File: src/rtl/tick_to_level.sv
// Regenerates single-cycle tick requests as fixed-width level pulses with a
// guaranteed low gap, queuing ticks that arrive while a pulse is in progress.
module tick_to_level #(
  parameter int unsigned HIGH_CYCLES = 4,
  parameter int unsigned LOW_CYCLES  = 2,
  parameter int unsigned PEND_MAX    = 3
) (
  input  logic       clk,
  input  logic       reset,
  input  logic       tick,
  input  logic       clr_ovf,
  output logic       level,
  output logic       busy,
  output logic [3:0] pending,
  output logic       overflow
);

  typedef enum logic [1:0] {
    IDLE = 2'd0,
    HIGH = 2'd1,
    GAP  = 2'd2
  } state_t;

  localparam logic [7:0] HI_LOAD = 8'(HIGH_CYCLES - 1);
  localparam logic [7:0] LO_LOAD = 8'(LOW_CYCLES - 1);
  localparam logic [3:0] PMAX    = 4'(PEND_MAX);

  state_t     state;
  logic [7:0] timer;

  logic timer_zero;
  logic gap_exit;
  logic restart;
  logic queue_tick;
  logic drop;
  logic illegal;

  always_comb begin
    timer_zero = (timer == '0);
    gap_exit   = (state == GAP) && timer_zero;
    restart    = gap_exit && ((pending != '0) || tick);
    // A tick on the GAP exit edge is never queued: it is either consumed
    // directly or cancels out against the dequeue of the next pulse.
    queue_tick = tick && ((state == HIGH) || ((state == GAP) && !gap_exit));
    drop       = queue_tick && (pending >= PMAX);
    case (state)
      IDLE:    illegal = !timer_zero || (pending != '0);
      HIGH:    illegal = (timer > HI_LOAD) || (pending > PMAX);
      GAP:     illegal = (timer > LO_LOAD) || (pending > PMAX);
      default: illegal = 1'b1;
    endcase
  end

  always_ff @(posedge clk) begin
    if (reset) begin
      state    <= IDLE;
      timer    <= '0;
      level    <= 1'b0;
      busy     <= 1'b0;
      pending  <= '0;
      overflow <= 1'b0;
    end else if (illegal) begin
      state    <= IDLE;
      timer    <= '0;
      level    <= 1'b0;
      busy     <= 1'b0;
      pending  <= '0;
      overflow <= overflow && !clr_ovf;
    end else begin
      if (drop)
        overflow <= 1'b1;
      else if (clr_ovf)
        overflow <= 1'b0;

      if (queue_tick && !drop)
        pending <= pending + 4'd1;
      else if (restart && !tick)
        pending <= pending - 4'd1;

      case (state)
        IDLE: begin
          if (tick) begin
            state <= HIGH;
            timer <= HI_LOAD;
            level <= 1'b1;
            busy  <= 1'b1;
          end
        end
        HIGH: begin
          if (timer_zero) begin
            state <= GAP;
            timer <= LO_LOAD;
            level <= 1'b0;
          end else begin
            timer <= timer - 8'd1;
          end
        end
        GAP: begin
          if (restart) begin
            state <= HIGH;
            timer <= HI_LOAD;
            level <= 1'b1;
          end else if (gap_exit) begin
            state <= IDLE;
            busy  <= 1'b0;
          end else begin
            timer <= timer - 8'd1;
          end
        end
        default: begin
          state <= IDLE;
          timer <= '0;
          level <= 1'b0;
          busy  <= 1'b0;
        end
      endcase
    end
  end

endmodule

File: config.mk
export PLATFORM = sky130hd
export DESIGN_NAME = tick_to_level
export DESIGN_NICKNAME = d
export VERILOG_FILES = /design/src/rtl/tick_to_level.sv
export SDC_FILE = /design/constraint.sdc
export NUM_CORES = 1
export LEC_CHECK = 0
export ABC_CLOCK_PERIOD_IN_PS = 2400
export CAP_MARGIN = 40
export CELL_PAD_IN_SITES_DETAIL_PLACEMENT = 1
export CELL_PAD_IN_SITES_GLOBAL_PLACEMENT = 2
export CORE_ASPECT_RATIO = 0.9
export CORE_MARGIN = 2
export CORE_UTILIZATION = 31
export DETAILED_ROUTE_END_ITERATION = 8
export GPL_TIMING_DRIVEN = 0
export PLACE_DENSITY = 0.8
export RECOVER_POWER = 50
export SYNTH_ARGS = -nofsm -noshare
export SYNTH_HDL_FRONTEND = slang
export SYNTH_SLANG_ARGS = --single-unit
File: constraint.sdc
create_clock -name clk -period 2.4 [get_ports clk]
set_input_delay 0.6 -clock clk [delete_from_list [all_inputs] [get_ports clk]]
set_output_delay 0.6 -clock clk [all_outputs]
set_load 0.03 [all_outputs]
==> results of run 1 <==
[area by class of cell]
| class | instances | area (sq um) | share of cell area (%) |
|---|---|---|---|
| flip-flops and latches | 17 | 345 | 23.3 |
| inverters | 7 | 31.3 | 2.11 |
| clock buffers | 4 | 45.0 | 3.04 |
| well taps | 46 | 57.6 | 3.89 |
| multi-input cells | 106 | 838 | 56.6 |
| plain buffers | 2 | 18.8 | 1.27 |
| repair buffers | 16 | 144 | 9.72 |
[stage by stage]
stage                     setup slack, ps  utilization (%)  setup TNS, ps
after floorplan                      41.5                -              0
after global placement               -674             36.4          -1280
after detailed placement             -697             36.4          -1320
after CTS                            8.28             39.6              0
after global routing                -7.41             40.2          -7.41
final                                 104             40.2              0
[state kept, by name, summed over array words and instances, names as in the netlist]
| register | cells |
|---|---|
| busy | 1 |
| pending | 4 |
| level | 1 |
| timer | 8 |
| state | 2 |
| overflow | 1 |
[worst paths after layout]
check                              start          to  cells after the start
worst max-delay path            timer[0]  pending[3]                     12
worst max register to register  timer[0]  pending[3]                     12
worst min register to register  overflow    overflow                      2
worst min-delay path            overflow    overflow                      2
[kinds of logic (layout without fill, tap and decap cells)]
family	after synthesis	count (layout)	synth area share [%]
simple gates	50	50	24.4
compound gates	35	35	23.3
flops	17	17	28.8
fa+ha+maj	11	11	12.3
buf+inv	10	29	3.50
xor+xnor	8	8	5.94
mux	2	2	1.70
[cells in the mapped netlist (2+ instances only)]
master | instances | area share, %
o21ai_0 | 4 | 1.7
o211ai_1 | 5 | 3.2
mux2i_1 | 2 | 1.7
a211oi_2 | 2 | 2.1
ha_1 | 10 | 11
or3_1 | 4 | 2.1
dfxtp_1 | 17 | 29
a31oi_1 | 3 | 1.6
inv_1 | 7 | 2.2
nor3_1 | 2 | 0.85
a211oi_1 | 2 | 1.3
a21oi_1 | 7 | 3.0
xnor2_1 | 2 | 1.5
nor2_1 | 16 | 5.1
or3b_2 | 2 | 1.5
a21o_1 | 2 | 1.3
nand2_1 | 12 | 3.8
clkbuf_1 | 2 | 0.64
xor2_1 | 6 | 4.5
[where the power goes]
part	internal, mW	switching, mW	leakage [nW]
sequential	0.363	0.130	0.139
combinational	0.556	0.696	0.414
clock	0.118	0.107	0.0228
[tightest hold or removal path: cells and delay by family, from the launching register on]
| kind | cells | cell delay (ps) |
|---|---|---|
| compound gates | 1 | 50 |
| simple gates | 1 | 50 |
| flops | 1 | 330 |
[metal layers]
metal | GRT usage, % | wire (um) | vias up
met5 | 0 | 0 | -
met4 | 4.41 | 31 | 0
met3 | 3.23 | 61 | 4
met2 | 25.0 | 1520 | 9
met1 | 20.1 | 1580 | 532
li1 | - | - | 525
[timing repair]
action                     4_1_cts  5_1_grt
buffers inserted                 4        2
pin swaps                        2        6
resized for setup               14       10
setup endpoints to repair        3        7
==> results.yml, run 1 <==
run_status:
  outcome: "complete, no violations"
route:
  ant_nets: 0
  via_per_inst: 5.40
  wl_per_cell_um: 16.1
  first_iter_violations: 27
  wl_mm: 3.20
  dr.pass1.iters: 3
  drc: 0
  via_count: 1070
power_and_ir_drop:
  peakVddDrop_mv: 0.419
  cellPowerDensity_nw_per_um2: 1330
  power_mw: 1.97
  p_leak_nw: 0.576
critical_path:
  critPathLaunchType: "flop"
  max_stage_delay_ps: 370
  cp_data_arrival_time_ps: 2490
  path_class: "reg -> reg"
  critPathSlowestCell: "dfxtp_4"
  reg2reg_slack_ps: 100
  required_ps: 2590
  crit_fanout: 4
  cp.buffers_inverters: 1
  crit_path_end_kind: "flop"
  crit_chain: "inv_4 -> ha_4 -> nor3b_4 -> nand2_2 -> a21oi_4 -> or2_4 -> ha_1 -> a21o_1 -> a21oi_2 -> nand4b_1 -> xor2_1 -> a21oi_1"
  crit_family: "compound AO/OA/AOI/OAI gates"
global_routing:
  grt_usage_pct: 15.2
  grt_pass1_vias: 1123
  antenna_found_initial: 0
  grt_pass1_wl_mm: 5.36
  grt_overflow: 0
  grt_max_degree: 11
logic_synthesis:
  synth_cells: 133
  synthFlopType: "dfxtp_1"
  synth_edf_count: 0
  synthArstFlopShare_pct: 0
  ys_seq_elements: 17
  synth_area_per_cell_sq_um: 8.87
  ys_warn_count: 0
  synth.yosys.seq_area_share_pct: 28.8
  syn_area_sq_um: 1180
  synthesis.nets: 148
  synth.distinct_cells: 45
cells_and_area:
  syn2layout_area_growth_pct: 25.5
  design_area_sq_um: 1480
  n_fill_cell: 433
  layout-drive-gt1-share_pct: 22.4
  antenna_cells: 0
  mostFrequentLayoutCell: "nor2_1"
  final_cell_mix: "nor2_1 (16), dfxtp_1 (15), nand2_1 (11), ha_1 (8)"
  final_cell_count_no_fill: 198
  final_nets: 168
clock_network:
  holdBufCountCts: 0
  cts_sinks: 17
  numCtsBuffers: 3
  clk_pin_slew_ps: 70
  cts_root_buf: "clkbuf_8"
  worstSkewPairLatency_ps: 260
  cts_buffer_depth: 2
  cts_tree: "built"
  htree_levels: 1
timing:
  hold_ws_ps: 457
  skew_ps: 2.88
  slew_headroom_pct: 62.2
  drv_slew: 0
  finalHoldViolCount: 0
  period_share_pct: 95.7
  fmax_ghz: 0.436
  fin_crit_ps: 2300
  setup_viol: 0
  tightest_slew_ps: 560
place:
  post_dp_cell_area_sq_um: 1340
  dp_cells: 189
  port_buffers: 10
  place_congestion: 0.772
  dp_hpwl_mm: 2.23
floorplan:
  dieArea_sq_um: 4320
  die_y_um: 62.5
  rows: 21
  fp.dieW_um: 69.0
  io_pins: 11
  core_area_sq_um: 3680
  start_util_pct: 32.1
job:
  max_cap_violations: 0
worst_hold_path:
  hp-class: "reg -> reg"
(Power assumes the default switching activity.)
==> inputs of run 2 (changes only) <==
Settings changed: ABC_CLOCK_PERIOD_IN_PS 2400 to unset.
==> results of run 2 <==
The final DEF is identical to that of run 1; final timing and power are the same.
==> inputs of run 3 (changes only) <==
Settings changed: CAP_MARGIN 40 to unset.
==> results of run 3 <==
The final DEF is identical to that of run 1; final timing and power are the same.
